<file path="src/rtl/ctrl_pkg.sv">
// Shared encodings for the multi-cycle MIPS control path: opcodes, functs,
// FSM states, ALU operation codes and datapath mux selects.
package ctrl_pkg;

    localparam logic [5:0] OP_RTYPE = 6'b000000;
    localparam logic [5:0] OP_LW    = 6'b100011;
    localparam logic [5:0] OP_SW    = 6'b101011;
    localparam logic [5:0] OP_BEQ   = 6'b000100;
    localparam logic [5:0] OP_ADDI  = 6'b001000;
    localparam logic [5:0] OP_ANDI  = 6'b001100;
    localparam logic [5:0] OP_ORI   = 6'b001101;
    localparam logic [5:0] OP_J     = 6'b000010;

    localparam logic [5:0] FN_ADD = 6'b100000;
    localparam logic [5:0] FN_SUB = 6'b100010;
    localparam logic [5:0] FN_AND = 6'b100100;
    localparam logic [5:0] FN_OR  = 6'b100101;
    localparam logic [5:0] FN_SLT = 6'b101010;

    localparam logic [2:0] ALU_ADD = 3'b010;
    localparam logic [2:0] ALU_SUB = 3'b110;
    localparam logic [2:0] ALU_AND = 3'b000;
    localparam logic [2:0] ALU_OR  = 3'b001;
    localparam logic [2:0] ALU_SLT = 3'b111;

    localparam logic [1:0] SRCB_B    = 2'b00;
    localparam logic [1:0] SRCB_4    = 2'b01;
    localparam logic [1:0] SRCB_IMM  = 2'b10;
    localparam logic [1:0] SRCB_IMM2 = 2'b11;

    localparam logic [1:0] PC_ALU    = 2'b00;
    localparam logic [1:0] PC_ALUOUT = 2'b01;
    localparam logic [1:0] PC_JUMP   = 2'b10;

    typedef enum logic [3:0] {
        S_FETCH  = 4'd0,  S_DECODE = 4'd1,  S_MEMADR = 4'd2,  S_MEMRD = 4'd3,
        S_MEMWB  = 4'd4,  S_MEMWR  = 4'd5,  S_RTEX   = 4'd6,  S_RTWB  = 4'd7,
        S_BEQ    = 4'd8,  S_IMMEX  = 4'd9,  S_IMMWB  = 4'd10, S_JUMP  = 4'd11
    } state_t;

    // What the ALU decoder should do in the current state.
    typedef enum logic [2:0] {
        AC_ADD, AC_SUB, AC_FUNCT, AC_IMM, AC_IMMWB
    } alu_cls_t;

    function automatic logic op_supported(input logic [5:0] op);
        case (op)
            OP_RTYPE, OP_LW, OP_SW, OP_BEQ,
            OP_ADDI, OP_ANDI, OP_ORI, OP_J: op_supported = 1'b1;
            default:                        op_supported = 1'b0;
        endcase
    endfunction

endpackage

</file>
<file path="src/rtl/alu_decoder.sv">
// Combinational ALU-control / extender-mode decode for the multi-cycle control FSM.
module alu_decoder
    import ctrl_pkg::*;
(
    input  alu_cls_t     i_cls,
    input  logic [5:0]   i_opcode,
    input  logic [5:0]   i_funct,
    output logic [2:0]   o_alu_ctrl,
    output logic         o_ext_zero,
    output logic         o_bad_funct
);

    always_comb begin
        o_alu_ctrl  = ALU_ADD;
        o_ext_zero  = 1'b0;
        o_bad_funct = 1'b0;
        case (i_cls)
            AC_SUB: o_alu_ctrl = ALU_SUB;
            AC_FUNCT: begin
                case (i_funct)
                    FN_ADD:  o_alu_ctrl = ALU_ADD;
                    FN_SUB:  o_alu_ctrl = ALU_SUB;
                    FN_AND:  o_alu_ctrl = ALU_AND;
                    FN_OR:   o_alu_ctrl = ALU_OR;
                    FN_SLT:  o_alu_ctrl = ALU_SLT;
                    default: o_bad_funct = 1'b1;
                endcase
            end
            // Logical immediates zero-extend; the mode is held through writeback.
            AC_IMM, AC_IMMWB: begin
                o_ext_zero = (i_opcode == OP_ANDI) || (i_opcode == OP_ORI);
                if (i_cls == AC_IMM) begin
                    case (i_opcode)
                        OP_ANDI: o_alu_ctrl = ALU_AND;
                        OP_ORI:  o_alu_ctrl = ALU_OR;
                        default: o_alu_ctrl = ALU_ADD;
                    endcase
                end
            end
            default: ;
        endcase
    end

endmodule

</file>
<file path="src/rtl/multicycle_ctrl.sv">
// Moore control FSM for the shared multi-cycle MIPS datapath; outputs decode the
// current state, with only ir_write/pc_en looking at mem_ready/zero.
module multicycle_ctrl
    import ctrl_pkg::*;
#(
    parameter int OPW = 6,
    parameter int STW = 4
) (
    input  logic             clk,
    input  logic             rst,
    input  logic [OPW-1:0]   opcode,
    input  logic [OPW-1:0]   funct,
    input  logic             zero,
    input  logic             mem_ready,
    output logic             pc_en,
    output logic             iord,
    output logic             mem_read,
    output logic             mem_write,
    output logic             ir_write,
    output logic             reg_dst,
    output logic             mem_to_reg,
    output logic             reg_write,
    output logic             alu_src_a,
    output logic [1:0]       alu_src_b,
    output logic [2:0]       alu_ctrl,
    output logic [1:0]       pc_src,
    output logic             ext_zero,
    output logic             illegal,
    output logic [STW-1:0]   state_o
);

    state_t   r_state;
    state_t   w_dec_state;
    alu_cls_t w_cls;
    logic     w_bad_funct;

    always_ff @(posedge clk) begin
        if (rst) begin
            r_state <= S_FETCH;
        end else begin
            case (r_state)
                S_FETCH:  r_state <= mem_ready ? S_DECODE : S_FETCH;
                S_DECODE: begin
                    case (opcode)
                        OP_LW, OP_SW:              r_state <= S_MEMADR;
                        OP_RTYPE:                  r_state <= S_RTEX;
                        OP_BEQ:                    r_state <= S_BEQ;
                        OP_ADDI, OP_ANDI, OP_ORI:  r_state <= S_IMMEX;
                        OP_J:                      r_state <= S_JUMP;
                        default:                   r_state <= S_FETCH;
                    endcase
                end
                S_MEMADR: r_state <= (opcode == OP_SW) ? S_MEMWR : S_MEMRD;
                S_MEMRD:  r_state <= mem_ready ? S_MEMWB : S_MEMRD;
                S_MEMWR:  r_state <= mem_ready ? S_FETCH : S_MEMWR;
                S_RTEX:   r_state <= S_RTWB;
                S_IMMEX:  r_state <= S_IMMWB;
                default:  r_state <= S_FETCH;
            endcase
        end
    end

    // During reset the outputs look like FETCH, so the datapath sees a clean first cycle.
    assign w_dec_state = rst ? S_FETCH : r_state;
    assign state_o     = STW'(r_state);

    always_comb begin
        case (w_dec_state)
            S_RTEX:  w_cls = AC_FUNCT;
            S_BEQ:   w_cls = AC_SUB;
            S_IMMEX: w_cls = AC_IMM;
            S_IMMWB: w_cls = AC_IMMWB;
            default: w_cls = AC_ADD;
        endcase
    end

    alu_decoder u_alu_dec (
        .i_cls       (w_cls),
        .i_opcode    (opcode),
        .i_funct     (funct),
        .o_alu_ctrl  (alu_ctrl),
        .o_ext_zero  (ext_zero),
        .o_bad_funct (w_bad_funct)
    );

    always_comb begin
        pc_en      = 1'b0;
        iord       = 1'b0;
        mem_read   = 1'b0;
        mem_write  = 1'b0;
        ir_write   = 1'b0;
        reg_dst    = 1'b0;
        mem_to_reg = 1'b0;
        reg_write  = 1'b0;
        alu_src_a  = 1'b0;
        alu_src_b  = SRCB_B;
        pc_src     = PC_ALU;
        illegal    = 1'b0;
        case (w_dec_state)
            S_FETCH: begin
                mem_read  = 1'b1;
                alu_src_b = SRCB_4;
                ir_write  = mem_ready;
                pc_en     = mem_ready;
            end
            S_DECODE: begin
                alu_src_b = SRCB_IMM2;
                illegal   = !op_supported(opcode);
            end
            S_MEMADR: begin
                alu_src_a = 1'b1;
                alu_src_b = SRCB_IMM;
            end
            S_MEMRD: begin
                mem_read = 1'b1;
                iord     = 1'b1;
            end
            S_MEMWB: begin
                reg_write  = 1'b1;
                mem_to_reg = 1'b1;
            end
            S_MEMWR: begin
                mem_write = 1'b1;
                iord      = 1'b1;
            end
            S_RTEX: begin
                alu_src_a = 1'b1;
                illegal   = w_bad_funct;
            end
            S_RTWB: begin
                reg_write = 1'b1;
                reg_dst   = 1'b1;
            end
            S_BEQ: begin
                alu_src_a = 1'b1;
                pc_src    = PC_ALUOUT;
                pc_en     = zero;
            end
            S_IMMEX: begin
                alu_src_a = 1'b1;
                alu_src_b = SRCB_IMM;
            end
            S_IMMWB: reg_write = 1'b1;
            S_JUMP: begin
                pc_src = PC_JUMP;
                pc_en  = 1'b1;
            end
            default: ;
        endcase
        if (rst) begin
            pc_en     = 1'b0;
            ir_write  = 1'b0;
            mem_write = 1'b0;
            reg_write = 1'b0;
            illegal   = 1'b0;
        end
    end

endmodule

</file>
<file path="config.mk">
export PLATFORM = sky130hd
export DESIGN_NAME = multicycle_ctrl
export DESIGN_NICKNAME = d
export VERILOG_FILES = /design/src/rtl/ctrl_pkg.sv /design/src/rtl/alu_decoder.sv /design/src/rtl/multicycle_ctrl.sv
export SDC_FILE = /design/constraint.sdc
export NUM_CORES = 1
export LEC_CHECK = 0
export ABC_AREA = 1
export ABC_CLOCK_PERIOD_IN_PS = 2000
export BUFFER_PORTS_ARGS = -buffer_cell sky130_fd_sc_hd__clkbuf_2
export CORE_MARGIN = 1
export CORE_UTILIZATION = 47
export CTS_CLUSTER_DIAMETER = 150
export DETAILED_ROUTE_END_ITERATION = 12
export GPL_TIMING_DRIVEN = 0
export PLACE_DENSITY = 0.86
export SLEW_MARGIN = 10
export SYNTH_ARGS = -nofsm -noshare
export SYNTH_HDL_FRONTEND = slang
export SYNTH_SLANG_ARGS = --single-unit
</file>
<file path="constraint.sdc">
create_clock -name clk -period 2 [get_ports clk]
set_input_delay 0.1 -clock clk [delete_from_list [all_inputs] [get_ports clk]]
set_output_delay 0.1 -clock clk [all_outputs]
set_load 0.1 [all_outputs]
</file>
== Word-level counts from Yosys, hierarchy flattened ==
Cells that the tools add are included.

* Eq/ne operators: 33
* Multiplexer cells: 34
* Reduce and logical (&&, ||, !) cells: 15

{| class="wikitable"
|+ Operator list
! kind !! number
|-
| $eq 6x6->1 const B || 7
|-
| $pmux 4 s7 || 1
|-
| $eq 4x3->1 const B || 6
|-
| $pmux 3 s4 || 2
|-
| $eq 4x4->1 const B || 5
|-
| $pmux 4 s5 || 1
|-
| $mux 1 || 19
|-
| $eq 6x4->1 const B || 3
|-
| $eq 4x2->1 const B || 4
|-
| $mux 3 || 4
|-
| $reduce_or 2->1 || 5
|-
| $pmux 3 s3 || 1
|-
| $eq 4x1->1 const B || 2
|-
| $logic_not 4->1 || 2
|-
| $pmux 2 s2 || 2
|-
| $reduce_or 8->1 || 1
|-
| $eq 3x2->1 const B || 2
|-
| $eq 6x2->1 const B || 1
|-
| $eq 6x3->1 const B || 1
|-
| $logic_not 6->1 || 1
|-
| $pmux 2 s3 || 1
|-
| $reduce_or 3->1 || 2
|-
| $reduce_or 5->1 || 1
|-
| $mux 4 || 1
|-
| other kinds (7) || 7
|}

* Bits in registers: 4
* Input bits: 16

== Logic depth before layout (Yosys ltp) ==
Gate-level depths: netlist (run 1).

* Depth in word-level cells: 7
* Depth in mapped cells: 8

== By module ==
From an unflattened synthesis (run 1), not the netlist that was laid out.

* Cell total of the unflattened synthesis: 162
* Area, all modules: 798.3 µm²

{| class="wikitable"
|+ Modules (own cells, without submodules)
! module !! instances !! cells an instance !! area an instance (µm²) !! sequential area each (µm²)
|-
| multicycle_ctrl || 1 || 111 || 564.3 || 80.1
|-
| alu_decoder || 1 || 51 || 234.0 || 0.0
|}

== Worst setup path after synthesis (run 1) ==
OpenSTA, ideal clock, no wires.

* Kind: register to output
* From: reg r_state[3], in the netlist state_o[3]
* To: out pc_en
* Arrival time: 3.859 ns
* Setup slack: -1.959 ns
* Cell stages (with the launch flop): 7
* Path buffers: 0
* Cells stage by stage: dfxtp_1 -> inv_2 -> nor2_4 -> nand2_2 -> nor2_2 -> nand2_1 -> a31oi_1

* Longest elaborated chain between the ends: 4
* Elaborated cells between the ends (all ways): 6
* Classes of those cells: 2 x eq/ne; 3 x mux; 1 x reduce/logical

{| class="wikitable"
|+ Ends and longest elaborated chain
! element !! RTL line !! RTL
|-
| start: declaration || multicycle_ctrl.sv:32 || <nowiki>state_t r_state;</nowiki>
|-
| start signal: assignment || multicycle_ctrl.sv:42 || <nowiki>S_FETCH: r_state <= mem_ready ? S_DECODE : S_FETCH;</nowiki>
|-
| start signal: assignment || multicycle_ctrl.sv:53 || <nowiki>S_MEMADR: r_state <= (opcode == OP_SW) ? S_MEMWR : S_MEMRD;</nowiki>
|-
| start signal: assignment || multicycle_ctrl.sv:54 || <nowiki>S_MEMRD: r_state <= mem_ready ? S_MEMWB : S_MEMRD;</nowiki>
|-
| $mux 4 * || multicycle_ctrl.sv:64 || <nowiki>assign w_dec_state = rst ? S_FETCH : r_state;</nowiki>
|-
| $eq 4x4->1 or $logic_not 4->1 (tied branches) || multicycle_ctrl.sv:99 || <nowiki>case (w_dec_state)</nowiki>
|-
| $pmux 1 s3 * || multicycle_ctrl.sv:99 ||
|-
| $mux 1 * || multicycle_ctrl.sv:150 || <nowiki>if (rst) begin</nowiki>
|-
| end: declaration || multicycle_ctrl.sv:15 || <nowiki>output logic pc_en,</nowiki>
|}

Every way passes the cells marked *; elsewhere a longest branch is shown, timed or not.

== Worst setup path in the final report (run 1) ==
* From: reg r_state[3], in the netlist state_o[3]
* To: out illegal

* Longest elaborated chain between the ends: 7
* Elaborated cells between the ends (all ways): 11
* Classes of those cells: 6 x eq/ne; 5 x mux

{| class="wikitable"
|+ Ends and longest elaborated chain
! element !! RTL line !! RTL
|-
| $mux 4 * || multicycle_ctrl.sv:64 ||
|-
| $eq 4x4->1 or $eq 4x3->1 (tied branches) || multicycle_ctrl.sv:68, multicycle_ctrl.sv:99 ||
|-
| $pmux 3 s4 || multicycle_ctrl.sv:68 || <nowiki>case (w_dec_state)</nowiki>
|-
| $eq 3x2->1 || alu_decoder.sv:17 || <nowiki>case (i_cls)</nowiki>
|-
| $mux 1 || alu_decoder.sv:17 ||
|-
| $pmux 1 s2 * || multicycle_ctrl.sv:99 ||
|-
| $mux 1 * || multicycle_ctrl.sv:150 ||
|-
| end: declaration || multicycle_ctrl.sv:28 || <nowiki>output logic illegal,</nowiki>
|}

Marked as above.

==> flow_summary.yaml, run 1 <==
outcome:
  status: "finished clean"
drt:
  drc: 0
  via_count: 1000
  initialDrtViolationCount: 38
  routed_via_density: 5.00
  post_drt_wl_per_cell_um: 9.77
  wl_mm: 1.95
  ant_nets: 0
  firstDrtPassIters: 4
power:
  power_frac_comb_pct: 48.0
  p_sw_w: 0.000167
  p_leak_nw: 0.560
  power_w: 0.000351
  cell_internal_pwr_w: 0.000183
  switching_share_pct: 47.8
  clkPwrFrac_pct: 28.5
  seqPwrFrac_pct: 23.5
  power_density_nw_per_um2: 336
  ir_drop_v: 0.000338
worst_setup_path:
  crit_required_ns: 1.90
  start_kind: "flip-flop"
  crit_type: "flip-flop to primary output"
  crit_chain: "inv_4, nand2_1, nor2_1, inv_2, nor2_4, nand4_1, nand2_1, clkbuf_2"
  reg2regPathDepth: 5
  path_max_fanout: 5
  critPathMaxStageDelay_ns: 0.45
  crit_top_cell: "nand2_1"
  cp-end-kind: "primary output"
  rrSetupSlack_ns: 0.85
  cp.buffers_inverters: 3
  crit_arrival_ns: 1.75
  r2r-start: "state_o[0]"
  endpoint: "illegal"
  crit_cells: 8
  path_delay_family: "buffers and inverters"
  critPathLaunch: "state_o[3]"
  reg2reg_to: "state_o[0]"
  cp_slowest_cell: "clkbuf_2"
finish:
  layout-drive-gt1-share_pct: 40.0
  largest_reg_flops: 4
  antenna_cells: 0
  fillers: 124
  nets: 203
  final_util_pct: 76.5
  final_area_um2: 1040
  synthToLayoutAreaGrowth_pct: 45.7
  final_common_cell: "clkbuf_2"
  layout_common_cells: "clkbuf_2, nor2_1, nand2_1, inv_1, nand3_1"
timing:
  min_period_over_period_pct: 92.7
  slew_violations: 0
  max_clock_freq_mhz: 539
  hold_viol: 0
  setup-violations-final: 0
  relSlewSlack_pct: 63.8
  rsz0062_at_grt: "false"
  min_period_ns: 1.85
  skew_ns: 0.00985
  worst_pin_slew_ns: 0.545
logic_synthesis:
  synth_top_area_cell: "nor2_1"
  netlist_instances: 145
  avgSynthCellArea_um2: 4.94
  ys_types: 18
  yosysTopAreaCellShare_pct: 16.8
  synthArstFlopShare_pct: 0
  syn_nets: 161
  ys_warn_count: 0
  ys_seq_elements: 4
  yosysSeqAreaShare_pct: 11.2
  synth-edff-count: 0
  synth_top_flop_cell: "dfxtp_1"
  synthTopCellsByArea: "nor2_1, nand2_1, inv_1"
  synth.cell_area_um2: 717
floorplan:
  core_um2: 1370
  std_cell_rows: 13
  dieArea_um2: 1690
  die_w_um: 41.1
  start_util_pct: 52.5
  ios: 38
  die_height_um: 41.1
clock_network:
  cts-root-buf: "clkbuf_4"
  clk_path_buf_depth: 2
  h-tree-depth: 1
  cts_buffers: 3
  postCtsSetupBuffers: 0
  clkTransAtPathRegs_ns: 0.04
  cts_tree: "yes"
  clock_insertion_delay_worst_skew_ns: 0.24
  cts_num_sinks: 4
placement:
  port_buffers: 37
  placed_area_um2: 1020
  post-dp-hpwl_mm: 1.70
  gp_congestion: 0.850
global_routing:
  antenna_found_initial: 0
  grt_pass1_vias: 774
  grt.total_usage_pct: 26.4
  grt_overflow: 0
  grt_pass1_wl_mm: 3.03
  grt_max_degree: 11
min_path:
  worstHoldStart: "mem_ready"
  worstHoldPathType: "input port to flip-flop"
run:
  cap_violations: 0
-- tightest hold or removal path, stage by stage --
cell      delay, ns
clkbuf_2       0.10
nand2_1        0.05
nand3_1        0.08
nor2_1         0.05
nor2_1         0.07
-- per-layer routing --
| layer | track usage, % | vias to the layer above | wire (um) |
|---|---|---|---|
| li1 | - | 548 | - |
| met1 | 32.8 | 427 | 891 |
| met2 | 47.7 | 25 | 991 |
| met3 | 6.52 | 0 | 70 |
| met4 | 0 | 0 | 0 |
| met5 | 0 | - | 0 |
-- cells in the mapped netlist, types with 3 or more instances --
cell,count
a21oi_1,6
dfxtp_1,4
inv_1,24
inv_2,6
nand2_1,27
nand3_1,16
nand4_1,8
nor2_1,32
nor2_2,4
nor2_4,3
o21ai_0,4
o21ai_1,3
-- layout make-up --
class | instances | area, um2 | area share [%]
multi-input cells | 110 | 603 | 57.7
repair buffers | 37 | 185 | 17.7
inverters | 30 | 115 | 11.0
flip-flops and latches | 4 | 95.1 | 9.10
clock buffers | 3 | 22.5 | 2.16
well taps | 15 | 18.8 | 1.80
plain buffers | 1 | 5.00 | 0.479
-- logic make-up (layout without fill, tap and decap cells) --
logic type	Yosys count	in the layout	synth area share, %
AO/OA/AOI/OAI	15	15	11.0
buffers and inverters	31	71	16.4
AND/OR/NAND/NOR	95	95	61.4
flip-flops	4	4	11.2
-- worst min-delay path by stage --
| stage | to | cells past startpoint |
|---|---|---|
| after floorplan | state_o[2] | 4 |
| after global placement | state_o[2] | 5 |
| after detailed placement | state_o[2] | 5 |
| after CTS | state_o[2] | 5 |
| after global routing | state_o[2] | 5 |
| final | state_o[2] | 5 |
-- power by group through the flow --
stage	Clock [W]	Combinational, W	Sequential [W]
6_report	0.0000999	0.000168	0.0000824
5_1_grt	0.000111	0.000182	0.0000827
4_1_cts	0.000103	0.000168	0.0000823
3_5_place_dp	0	0.000168	0.0000836
3_3_place_gp	0	0.000165	0.0000835
2_1_floorplan	0	0.000114	0.0000983
-- through the flow --
stage / setup WS (ns) / TNS, ns / std cells / hold WS (ns)
2_1_floorplan: -0.487 / -1.05 / 145 / 0.319
3_3_place_gp: 0.398 / 0 / 197 / 0.473
3_5_place_dp: 0.372 / 0 / 197 / 0.492
4_1_cts: 0.111 / 0 / 200 / 0.254
5_1_grt: 0.0326 / 0 / 200 / 0.291
6_report: 0.146 / 0 / 200 / 0.266
-- timing repair --
item / CTS / global route
resized for setup: 0 / 1
hold buffers: 0 / 0
endpoints found under the setup margin: 0 / 1
Note: power is estimated with default switching activity, not from simulation.
==> run 2: changes to the inputs <==
--- a/config.mk
+++ b/config.mk
@@ -11,6 +11,7 @@
 export CORE_MARGIN = 1
 export CORE_UTILIZATION = 47
 export CTS_CLUSTER_DIAMETER = 150
+export CTS_CLUSTER_SIZE = 20
 export DETAILED_ROUTE_END_ITERATION = 12
 export GPL_TIMING_DRIVEN = 0
 export PLACE_DENSITY = 0.86
==> constraint.sdc (replaced) <==
create_clock -name clk -period 2 [get_ports clk]
set_input_delay 0.4 -clock clk [delete_from_list [all_inputs] [get_ports clk]]
set_output_delay 0.4 -clock clk [all_outputs]
set_load 0.1 [all_outputs]
==> run 2 against run 1 <==
Critical path depth unchanged. Combinational power up 15%. The run now ends with setup timing left. Critical path type is now input port to primary output. Maximum frequency is 7.5% lower. Total power is 6.3% higher. Via count increased by 8.8%. Hold slack improved by 0.27 ns. Setup slack got worse by 0.15 ns.
==> flow_summary.yaml, run 2 (synthesis gave the netlist of run 1 again) <==
outcome:
  failed_checks: "setup timing"
  status: "finished with violations"
clock_network:
  clk_path_buf_depth: 2
  cts_num_sinks: 4
  cts_buffers: 3
  clock_insertion_delay_worst_skew_ns: 0.23
  cts-root-buf: "clkbuf_4"
  ctsHoldBuffers: 0
  clkTransAtPathRegs_ns: 0.03
  postCtsSetupBuffers: 0
  cts_tree: "yes"
  h-tree-depth: 1
timing:
  min_period_over_period_pct: 100
  worst_pin_slew_ns: 0.559
  rsz0062_at_grt: "true"
  fin_ws_ns: -0.00421
  min_period_ns: 2.00
  slew_violations: 0
  max_clock_freq_mhz: 499
  skew_ns: 0.00316
  hold_viol: 0
  relSlewSlack_pct: 62.9
  hold_ws_ns: 0.541
  setup-violations-final: 1
floorplan:
  start_util_pct: 52.5
  core_um2: 1370
  dieArea_um2: 1690
  ios: 38
  die_w_um: 41.1
  std_cell_rows: 13
  die_height_um: 41.1
global_routing:
  grt_pass1_vias: 860
  grt_pass1_wl_mm: 3.35
  antenna_found_initial: 0
  grt_overflow: 0
  grt.total_usage_pct: 29.5
  grt_max_degree: 11
worst_setup_path:
  path_max_fanout: 3
  crit_required_ns: 1.60
  start_kind: "input port"
  r2r-start: "state_o[2]"
  critPathLaunch: "funct[2]"
  cp-end-kind: "primary output"
  crit_type: "input port to primary output"
  crit_arrival_ns: 1.60
power:
  p_leak_nw: 0.594
  power_frac_comb_pct: 51.8
  cell_internal_pwr_w: 0.000196
  seqPwrFrac_pct: 22.3
  power_density_nw_per_um2: 310
  p_sw_w: 0.000177
  switching_share_pct: 47.5
  clkPwrFrac_pct: 25.9
  ir_drop_v: 0.000320
finish:
  final_common_cell: "nand2_1"
  layout_common_cells: "nand2_1, nor2_1, clkbuf_2, inv_1, nand3_1"
  synthToLayoutAreaGrowth_pct: 67.9
  layout-drive-gt1-share_pct: 44.3
  largest_reg_flops: 4
  final_util_pct: 88.1
  antenna_cells: 0
  nets: 203
  fillers: 86
drt:
  post_drt_wl_per_cell_um: 12.8
  ant_nets: 0
  routed_via_density: 5.44
  via_count: 1088
  wl_mm: 2.57
  initialDrtViolationCount: 38
  drc: 0
  firstDrtPassIters: 4
placement:
  gp_congestion: 0.844
  port_buffers: 37
  post-dp-hpwl_mm: 1.81
run:
  cap_violations: 0
min_path:
  worstHoldPathType: "input port to flip-flop"
  worstHoldStart: "mem_ready"
[run 2: metal layers]
layer | share of wire [%] | wire length (um) | track usage (%)
met5 | 0 | 0 | 0
met4 | 1.4 | 37 | 4.17
met3 | 4.8 | 123 | 2.72
met2 | 52 | 1350 | 58.6
met1 | 41 | 1060 | 33.5
[run 2: path summary, 6_finish.rpt]
check | end | slack, ns | cells after the start
worst max register to register | state_o[0] | 0.75 | 5
worst max-delay path | alu_ctrl[0] | -0.004 | 8
worst min-delay path | state_o[2] | 0.54 | 5
worst min register to register | state_o[3] | 0.64 | 4
[run 2: area by class of cell]
class                   count  area [um2]  share of cell area, %
flip-flops and latches      4        95.1                   7.90
multi-input cells         110         661                   54.9
plain buffers               1        7.51                  0.624
inverters                  30         120                   9.98
repair buffers             37         279                   23.2
well taps                  15        18.8                   1.56
clock buffers               3        22.5                   1.87
[run 2: worst max-delay path: stages]
cell      delay, ns
clkbuf_2       0.09
inv_1          0.07
nor3_1         0.19
nand2_1        0.12
o21ai_0        0.26
nand2_1        0.17
o21ai_4        0.09
buf_8          0.21
[run 2: repair_timing]
action                                  4_1_cts  5_1_grt
pin swaps                                     0        2
endpoints found under the setup margin       12       14
gates resized for setup                      19       23
endpoints found under the hold margin         0        0
[run 2: through the flow]
stage               setup WS [ns]  power (W)  TNS [ns]  cell area (um2)  std cells
finish                   -0.00421   0.000373  -0.00421             1200        200
detailed placement         -0.164   0.000258     -1.04             1060        197
global placement           -0.157   0.000254    -0.887             1060        197
global route              -0.0351   0.000393   -0.0351             1200        200
CTS                        0.0111   0.000364         0             1150        200
floorplan                  -0.785   0.000218     -2.52              853        145
[run 2: power by group through the flow]
stage                     Combinational (W)  Sequential, W   Clock, W
after floorplan                    0.000119      0.0000990          0
final                              0.000193      0.0000833  0.0000965
after global routing               0.000204      0.0000838   0.000105
after CTS                          0.000181      0.0000829   0.000100
after detailed placement           0.000173      0.0000841          0
after global placement             0.000170      0.0000841          0
==> run 3: changes to the inputs <==
--- a/config.mk
+++ b/config.mk
@@ -6,15 +6,15 @@
 export NUM_CORES = 1
 export LEC_CHECK = 0
 export ABC_AREA = 1
-export ABC_CLOCK_PERIOD_IN_PS = 2000
+export ABC_CLOCK_PERIOD_IN_PS = 1630
 export BUFFER_PORTS_ARGS = -buffer_cell sky130_fd_sc_hd__clkbuf_2
 export CORE_MARGIN = 1
-export CORE_UTILIZATION = 47
+export CORE_UTILIZATION = 40
 export CTS_CLUSTER_DIAMETER = 150
 export CTS_CLUSTER_SIZE = 20
 export DETAILED_ROUTE_END_ITERATION = 12
 export GPL_TIMING_DRIVEN = 0
-export PLACE_DENSITY = 0.86
+export PLACE_DENSITY = 0.78
 export SLEW_MARGIN = 10
 export SYNTH_ARGS = -nofsm -noshare
 export SYNTH_HDL_FRONTEND = slang
==> constraint.sdc (replaced) <==
create_clock -name clk -period 1.63 [get_ports clk]
set_input_delay 0.326 -clock clk [delete_from_list [all_inputs] [get_ports clk]]
set_output_delay 0.326 -clock clk [all_outputs]
set_load 0.1 [all_outputs]
==> run 3 against run 2 <==
The run now fails in clock tree synthesis (4_1_cts). Synthesized cell count unchanged. Synthesized area unchanged.
==> flow_summary.yaml, run 3 <==
logic_synthesis:
  synth_xor_area_share_pct: 0
  avgSynthCellArea_um2: 4.94
  synth_adder_area_share_pct: 0
  ys_warn_count: 0
  yosysSeqAreaShare_pct: 11.2
  yosysTopAreaCellShare_pct: 16.8
  syn_nets: 161
  synth-edff-count: 0
  synth.cell_area_um2: 717
  ys_seq_elements: 4
  synthTopCellsByArea: "nor2_1, nand2_1, inv_1"
  synth_top_area_cell: "nor2_1"
  synth_simple_gate_area_share_pct: 61.4
  ys_top_cells_by_count: "nor2_1, nand2_1, inv_1"
  synth_top_flop_cell: "dfxtp_1"
  synthArstFlopShare_pct: 0
  muxShareOfSynthArea_pct: 0
  synth-compound-area-share_pct: 11.0
  yosysMostFrequentCell: "nor2_1"
  ys_types: 18
  synth_top_family_by_area: "simple AND/OR/NAND/NOR gates"
  netlist_instances: 145
floorplan:
  ios: 38
  std_cell_rows: 14
  start_util_pct: 45.0
  die_w_um: 44.3
  die_height_um: 44.3
clock_network:
  cts-root-buf: "clkbuf_4"
  clk_path_buf_depth: 2
  ctsHoldBuffers: 0
  h-tree-depth: 1
  cts_resized: 73
  postCtsSetupBuffers: 7
  cts_buffers: 3
  cts_num_sinks: 4
placement:
  port_buffers: 37
  post-dp-hpwl_mm: 1.76
  gp_congestion: 0.918
outcome:
  error_line: "[ERROR DPL-0033] detailed placement checks failed during check placement."
  status: "aborted with a tool error"
  failed_stage: "clock tree synthesis (4_1_cts)"
-- run 3: cells by family after synthesis --
family                 after synthesis
AO/OA/AOI/OAI                       15
buffers and inverters               31
flip-flops                           4
AND/OR/NAND/NOR                     95
-- run 3: metrics by stage --
stage          std cells  util [%]  area [um2]  setup slack (ns)  TNS (ns)
2_1_floorplan        145         -         881             -1.08     -6.08
3_3_place_gp         206      68.8        1100            -0.384     -3.49
3_5_place_dp         206      68.8        1100            -0.417     -3.55
==> run 4: changes to the inputs <==
--- a/config.mk
+++ b/config.mk
@@ -6,15 +6,13 @@
 export NUM_CORES = 1
 export LEC_CHECK = 0
 export ABC_AREA = 1
-export ABC_CLOCK_PERIOD_IN_PS = 1630
+export ABC_CLOCK_PERIOD_IN_PS = 2100
 export BUFFER_PORTS_ARGS = -buffer_cell sky130_fd_sc_hd__clkbuf_2
-export CORE_MARGIN = 1
-export CORE_UTILIZATION = 40
-export CTS_CLUSTER_DIAMETER = 150
-export CTS_CLUSTER_SIZE = 20
+export CORE_AREA = 2 2 63 65
 export DETAILED_ROUTE_END_ITERATION = 12
+export DIE_AREA = 0 0 65 67
 export GPL_TIMING_DRIVEN = 0
-export PLACE_DENSITY = 0.78
+export PLACE_DENSITY_LB_ADDON = 0.15
 export SLEW_MARGIN = 10
 export SYNTH_ARGS = -nofsm -noshare
 export SYNTH_HDL_FRONTEND = slang
==> constraint.sdc (replaced) <==
create_clock -name clk -period 2.1 [get_ports clk]
set_input_delay 0.42 -clock clk [delete_from_list [all_inputs] [get_ports clk]]
set_output_delay 0.42 -clock clk [all_outputs]
set_load 0.1 [all_outputs]
==> run 4 against run 3 <==
The run now ends clean.
==> flow_summary.yaml, run 4 (synthesis gave the netlist of run 1 again) <==
clock_network:
  clkTransAtPathRegs_ns: 0.03
  clk_path_buf_depth: 2
  cts-root-buf: "clkbuf_8"
  cts_buffers: 3
  cts_tree: "yes"
  cts_num_sinks: 4
  postCtsSetupBuffers: 0
  h-tree-depth: 1
  ctsHoldBuffers: 0
  clock_insertion_delay_worst_skew_ns: 0.22
finish:
  layout_common_cells: "clkbuf_2, nor2_1, nand2_1, inv_1, nand3_1"
  final_util_pct: 32.7
  fillers: 430
  synthToLayoutAreaGrowth_pct: 64.6
  final_common_cell: "clkbuf_2"
  antenna_cells: 0
  largest_reg_flops: 4
  ff_latch_area_um2: 95.1
  layout-drive-gt1-share_pct: 42.7
  final_area_um2: 1180
  multi_input_area_um2: 623
  nets: 203
  fin_cells: 233
timing:
  tns_ns: 0
  relSlewSlack_pct: 63.9
  slew_violations: 0
  rsz0062_at_grt: "true"
  min_period_ns: 2.00
  skew_ns: 0.00225
  worst_pin_slew_ns: 0.543
  min_period_over_period_pct: 95.3
  hold_viol: 0
  setup-violations-final: 0
  max_clock_freq_mhz: 500
  hold_ws_ns: 0.598
worst_setup_path:
  cp-end-kind: "primary output"
  start_kind: "flip-flop"
  r2r-start: "state_o[0]"
  crit_required_ns: 1.68
  critPathLaunch: "state_o[2]"
  path_max_fanout: 6
  crit_arrival_ns: 1.58
  crit_type: "flip-flop to primary output"
drt:
  post_drt_wl_per_cell_um: 10.4
  firstDrtPassIters: 4
  ant_nets: 0
  via_count: 1023
  wl_mm: 2.42
  routed_via_density: 4.39
  drc: 0
  initialDrtViolationCount: 31
outcome:
  status: "finished clean"
power:
  ir_drop_v: 0.000217
  p_leak_nw: 0.586
  power_density_nw_per_um2: 348
floorplan:
  start_util_pct: 19.9
  die_w_um: 65
  die_height_um: 67
  dieArea_um2: 4360
  ios: 38
  core_um2: 3610
  std_cell_rows: 22
global_routing:
  antenna_found_initial: 0
  grt_pass1_vias: 1005
  grt_overflow: 0
  grt.total_usage_pct: 11.6
  grt_max_degree: 11
  grt_pass1_wl_mm: 4.04
placement:
  gp_congestion: 0.821
  dp_cells: 230
  port_buffers: 37
  post-dp-hpwl_mm: 2.06
  placed_area_um2: 1070
min_path:
  worstHoldStart: "mem_ready"
  worstHoldPathType: "input port to flip-flop"
run:
  cap_violations: 0
-- run 4: stage by stage --
stage	total power (W)	setup WS, ns
floorplan	0.000203	-0.706
global placement	0.000242	-0.136
detailed placement	0.000243	-0.147
CTS	0.000412	0.00654
global route	0.000434	-0.0240
finish	0.000411	0.0993
-- run 4: per-layer routing --
| metal | wire (um) | part of all wire, % | vias to the layer above | global-route usage (%) |
|---|---|---|---|---|
| met5 | 0 | 0 | - | 0 |
| met4 | 0 | 0 | 0 | 2.39 |
| met3 | 99 | 4.1 | 0 | 1.86 |
| met2 | 1190 | 49 | 23 | 21.3 |
| met1 | 1140 | 47 | 452 | 14.2 |
| li1 | - | - | 548 | - |
-- run 4: repair_timing --
| action | 4_1_cts | 5_1_grt |
|---|---|---|
| gates resized for setup | 12 | 14 |
| hold endpoints to repair | 0 | 0 |
| setup endpoints to repair | 9 | 10 |
| pin swaps | 0 | 3 |
-- run 4: path summary, 6_finish.rpt --
kind	slack [ns]	end	cells past startpoint
max	0.1	illegal	6
min	0.60	state_o[2]	5
max reg2reg	0.92	state_o[0]	5
min reg2reg	0.63	state_o[3]	4
-- run 4: final cells by class --
type	instances	share of cell area, %
Clock buffer	3	3.50
Sequential cell	4	8.06
Tap cell	48	5.09
Inverter	30	9.76
Timing Repair Buffer	37	20.1
Multi-Input combinational cell	110	52.8
Buffer	1	0.636
-- run 4: power by group --
part           total [W]  leakage, nW  internal, W  switching (W)
clock network   0.000163       0.0216     0.000122      0.0000404
logic           0.000170        0.528    0.0000408       0.000129
registers      0.0000787       0.0355    0.0000750     0.00000372
-- run 4: worst max-delay path, stage by stage (launching register included) --
cell,delay (ns)
dfxtp_4,0.36
nor2_4,0.18
inv_2,0.10
nor3_1,0.23
nand3_1,0.14
nand2_2,0.07
buf_4,0.28
